==> src/rtl/i2s_frame_ctrl.sv <==
// I2S master frame sequencer in the sclk domain: lrclk generation, one sample pair per frame.
// Define I2S_FRAME_CTRL_HOLD_ON_UNDERRUN_EN to repeat the last pair on underrun instead of sending silence.
module i2s_frame_ctrl #(
  parameter int AUDIO_DW = 32,
  parameter int LEN_W    = 6
) (
  input  logic                i_sclk,
  input  logic                i_rst,
  input  logic                i_enable,
  input  logic [LEN_W-1:0]    i_word_len,
  input  logic                i_s_valid,
  output logic                o_s_ready,
  input  logic [AUDIO_DW-1:0] i_s_left,
  input  logic [AUDIO_DW-1:0] i_s_right,
  output logic                o_lrclk,
  output logic [AUDIO_DW-1:0] o_tx_left,
  output logic [AUDIO_DW-1:0] o_tx_right,
  output logic                o_tx_load,
  output logic                o_rx_strobe,
  output logic                o_underrun,
  input  logic                i_underrun_clr,
  output logic                o_busy
);

  typedef enum logic [1:0] {
    ST_IDLE,
    ST_LEFT,
    ST_RIGHT
  } state_t;

  localparam logic [LEN_W-1:0] MAX_LEN = LEN_W'(AUDIO_DW);

  state_t              r_state;
  logic [LEN_W-1:0]    r_bit_cnt;
  logic [LEN_W-1:0]    r_len_q;
  logic                r_lrclk;
  logic [AUDIO_DW-1:0] r_tx_left;
  logic [AUDIO_DW-1:0] r_tx_right;
  logic                r_tx_load;
  logic                r_rx_strobe;
  logic                r_underrun;

  logic                w_slot_end;
  logic                w_fs;
  logic [LEN_W-1:0]    w_len_clamped;

  assign w_slot_end = (r_bit_cnt == (r_len_q - LEN_W'(1)));
  assign w_fs       = i_enable && ((r_state == ST_IDLE) ||
                                   ((r_state == ST_RIGHT) && w_slot_end));

  // A one-bit slot cannot carry a left/right alternation, so it is widened to two.
  always_comb begin
    w_len_clamped = i_word_len;
    if ((i_word_len == '0) || (i_word_len > MAX_LEN))
      w_len_clamped = MAX_LEN;
    else if (i_word_len == LEN_W'(1))
      w_len_clamped = LEN_W'(2);
  end

  always_ff @(posedge i_sclk or posedge i_rst) begin
    if (i_rst) begin
      r_state     <= ST_IDLE;
      r_lrclk     <= 1'b1;
      r_bit_cnt   <= '0;
      r_len_q     <= MAX_LEN;
      r_tx_left   <= '0;
      r_tx_right  <= '0;
      r_tx_load   <= 1'b0;
      r_rx_strobe <= 1'b0;
      r_underrun  <= 1'b0;
    end else begin
      r_tx_load   <= w_fs;
      r_rx_strobe <= (r_state == ST_RIGHT) && w_slot_end;

      if (w_fs && !i_s_valid)
        r_underrun <= 1'b1;
      else if (i_underrun_clr)
        r_underrun <= 1'b0;

      if (w_fs) begin
        r_state   <= ST_LEFT;
        r_lrclk   <= 1'b0;
        r_bit_cnt <= '0;
        r_len_q   <= w_len_clamped;
        if (i_s_valid) begin
          r_tx_left  <= i_s_left;
          r_tx_right <= i_s_right;
        end else begin
`ifdef I2S_FRAME_CTRL_HOLD_ON_UNDERRUN_EN
          r_tx_left  <= r_tx_left;
          r_tx_right <= r_tx_right;
`else
          r_tx_left  <= '0;
          r_tx_right <= '0;
`endif
        end
      end else begin
        case (r_state)
          ST_IDLE: begin
            r_lrclk <= 1'b1;
          end
          ST_LEFT: begin
            if (w_slot_end) begin
              r_state   <= ST_RIGHT;
              r_lrclk   <= 1'b1;
              r_bit_cnt <= '0;
            end else begin
              r_bit_cnt <= r_bit_cnt + LEN_W'(1);
            end
          end
          ST_RIGHT: begin
            // Reaching the slot end here means enable is low: the frame closes into IDLE.
            if (w_slot_end) begin
              r_state   <= ST_IDLE;
              r_lrclk   <= 1'b1;
              r_bit_cnt <= '0;
            end else begin
              r_bit_cnt <= r_bit_cnt + LEN_W'(1);
            end
          end
          default: begin
            r_state <= ST_IDLE;
            r_lrclk <= 1'b1;
          end
        endcase
      end
    end
  end

  assign o_s_ready   = w_fs && !i_rst;
  assign o_lrclk     = r_lrclk;
  assign o_tx_left   = r_tx_left;
  assign o_tx_right  = r_tx_right;
  assign o_tx_load   = r_tx_load;
  assign o_rx_strobe = r_rx_strobe;
  assign o_underrun  = r_underrun;
  assign o_busy      = (r_state != ST_IDLE);

endmodule

==> config.mk <==
export PLATFORM = sky130hd
export DESIGN_NAME = i2s_frame_ctrl
export DESIGN_NICKNAME = d
export VERILOG_FILES = /design/src/rtl/i2s_frame_ctrl.sv
export SDC_FILE = /design/constraint.sdc
export NUM_CORES = 1
export LEC_CHECK = 0
export BUFFER_PORTS_ARGS = -buffer_cell sky130_fd_sc_hd__buf_2
export CAP_MARGIN = 20
export CORE_MARGIN = 8
export CORE_UTILIZATION = 50
export DETAILED_ROUTE_END_ITERATION = 7
export PLACE_DENSITY = 0.81
export SYNTH_ARGS = -nofsm -noshare
export SYNTH_HDL_FRONTEND = slang
export SYNTH_SLANG_ARGS = --single-unit
==> constraint.sdc <==
create_clock -name i_sclk -period 2.89 [get_ports i_sclk]
set_input_delay 0.1445 -clock i_sclk [delete_from_list [all_inputs] [get_ports i_sclk]]
set_output_delay 0.1445 -clock i_sclk [all_outputs]
set_load 0.02 [all_outputs]
==> flow_summary.ini <==
[outcome]
status = completed

[placed_design]
dp_hpwl_um = 7290
portBuffers = 144
placed_area_mm2 = 0.004806
place.gp.congestion = 0.7812
pre_cts_ws_ps = 221.1

[drt]
wirelength_um = 10080
viasPerCell = 4.960
drt_first_pass_iters = 4
routedWlPerCell_um = 15.52
drc = 0
drtIter0Drc = 84
ant_nets = 0
vias = 3219

[synthesis]
async_flop_share_pct = 100.0
syn_nets = 471
synth_edf_count = 0
synth_cell_types = 41
yosys_register_bits = 82
syn_area_per_cell_um2 = 10.22
syn_inst = 390
synth_ff_type = dfrtp_1
yosysWarnings = 0
syn-cell-area_mm2 = 0.003988
yosysSeqAreaShare_pct = 51.52

[global_route]
grt_max_degree = 66
grt_overflow = 0
antenna_found_initial = 0
grt_pass1_vias = 3402
grt_pass1_wl_um = 16450
track_usage_pct = 18.10

[timing]
setup_viol = 0
max_freq_mhz = 362.0
setup_tns_ps = 0
layout_setup_ws_ps = 127.4
rsz0062_at_grt = no
final-hold-violation-count = 0
fin_worst_skew_ps = 9.247
fin_crit_sh_pct = 95.59
drv_slew = 0
slew_headroom_pct = 52.79
finalCriticalPeriod_ps = 2763
worst_slew_pin_slew_ps = 707.3

[clocking]
cts_max_level = 3
cts_made_buffers = 9
cts.clk_slew.worst_paths_ps = 80
insertion_delay_ps = 340
clockBufferDepth = 2
clock_tree.root_cell = clkbuf_8
cts_tree = yes
clock_sinks = 82

[power]
power_density_mw_per_mm2 = 1148
power.leakage_uw = 0.003049
ir_drop_mv = 0.6278

[critical_path]
cpPeakStageDelay_ps = 550
endpoint_kind = primary output
crit_fanout = 5
arrival_ps = 2620
worst_ep_required_time_ps = 2750
crit_type = flip-flop to primary output
startpoint_type = flip-flop
cp_cell_sequence = or4_1 > or3_4 > a2111oi_4 > a31oi_4 > buf_12 > nor2_1 > buf_4
cp_slowest_cell = or4_1

[hold_path]
hp-class = input pin to flip-flop

[floorplanning]
die_area_mm2 = 0.01109
initial_core_util_pct = 51.60
die_h_um = 105.3
fp-row-count = 32
ios = 145
dieWidth_um = 105.3
core_mm2 = 0.007727

[finish]
area_growth_pct = 29.02
postLayoutCoreUtil_pct = 66.58
nets = 623
antenna_cells = 0
final_area_mm2 = 0.005145
drive_above_1_share_pct = 33.27

[run]
maxCapViolations = 0
==> through the flow <==
| stage | hold slack, ps | total power [µW] | instances |
|---|---|---|---|
| after floorplan | 253.1 | 3996 | 390 |
| after global placement | 270.0 | 4802 | 624 |
| after detailed placement | 286.2 | 4933 | 624 |
| after CTS | 19.36 | 5915 | 644 |
| after global routing | 20.08 | 6305 | 649 |
| final | 40.75 | 5907 | 649 |
==> report_power, final <==
group | total (µW) | switching, µW | internal (µW)
clock | 913 | 402 | 512
sequential | 2050 | 351 | 1700
combinational | 2940 | 1760 | 1180
==> final timing paths <==
path	from	endpoint	slack (ps)	cells past startpoint
min in group asynchronous	i_rst	o_tx_load$_DFF_PP0_	470	3
worst min register to register	o_lrclk$_DFFE_PP1P_	o_lrclk$_DFFE_PP1P_	470	2
worst max register to register	r_len_q[0]$_DFFE_PP0N_	r_len_q[0]$_DFFE_PP0N_	130	7
worst min-delay path	i_s_right[3]	o_tx_right[3]$_DFFE_PP0N_	40	3
max in group asynchronous	i_rst	r_len_q[5]$_DFFE_PP1N_	1620	4
worst max-delay path	r_len_q[0]$_DFFE_PP0N_	o_s_ready	130	7
==> registers in the layout, summed over array words and instances, names as in the netlist <==
signal and cells:
r_len_q 6, r_bit_cnt 6, o_tx_load 1, o_lrclk 1, o_underrun 1, o_rx_strobe 1
o_tx_right 32, o_tx_left 32, r_state 2
==> metal layers <==
layer | vias to the layer above | share of wire (%) | global-route usage (%)
met2 | 99 | 53 | 32.96
met1 | 1548 | 39 | 19.84
li1 | 1557 | - | -
met4 | 0 | 1.3 | 5.810
met3 | 15 | 6.1 | 4.994
met5 | - | 0 | 0
==> cell usage after synthesis, types with 2 or more instances <==
| master | n | area share [%] |
|---|---|---|
| a21oi_1 | 3 | 0.38 |
| a22oi_1 | 4 | 0.75 |
| a31oi_1 | 3 | 0.47 |
| a41o_1 | 4 | 1.0 |
| and2_1 | 2 | 0.31 |
| and3_1 | 3 | 0.47 |
| buf_2 | 3 | 0.38 |
| buf_6 | 6 | 1.7 |
| clkbuf_1 | 9 | 0.85 |
| dfrtp_1 | 80 | 50 |
| dfstp_2 | 2 | 1.3 |
| ha_1 | 6 | 1.9 |
| inv_1 | 77 | 7.2 |
| mux2_2 | 4 | 1.1 |
| mux2i_1 | 65 | 16 |
| nand2_1 | 68 | 6.4 |
| nand3_1 | 7 | 0.88 |
| nor2_1 | 4 | 0.38 |
| nor2b_1 | 4 | 0.63 |
| nor3_1 | 3 | 0.38 |
| o21ai_0 | 4 | 0.50 |
| or3_1 | 2 | 0.31 |
| or4_1 | 3 | 0.56 |
| xnor2_1 | 7 | 1.5 |
==> what timing repair did <==
item	CTS	global route
gates resized for setup	0	3
endpoints found under the setup margin	1	1
setup buffers	1	4
hold endpoints to repair	37	0
pin swaps	2	1
cloned	1	0
hold buffers	2	0
==> kinds of logic (layout without fill, tap and decap cells) <==
kind of cell             after synthesis  in the layout  share of synthesized area (%)
AND/OR/NAND/NOR                      101            101                          11.26
buffers and inverters                 95            252                          10.17
flip-flops                            82             82                          51.52
multiplexers                          70             70                          17.73
AO/OA/AOI/OAI                         29             29                          5.900
XOR/XNOR                               7              7                          1.538
adder cells (fa/ha/maj)                6              6                          1.883
==> area by class of cell <==
type                       count  area (µm²)
clock buffer                  12       145.1
clock inverter                 4       75.07
sequential                    82        2056
timing repair buffer         159       903.4
inverter                      77       290.3
fill                         597        2582
tap                          102       127.6
multi-input combinational    213        1548
==> critical path: cells and delay by family (launching register included) <==
kind | cells | cell delay (ps)
compound gates | 2 | 590
flops | 1 | 410
buf+inv | 2 | 300
simple gates | 3 | 980
==> cell usage in the layout, fill, tap and decap left out, drive strengths merged, types with 5 or more instances in the layout <==
cell type    n
buf        156
clkbuf      12
dfrtp       80
ha           6
inv         76
mux2         5
mux2i       65
nand2       68
nand3        7
xnor2        7
No activity file was read; power rests on OpenSTA's default activity.
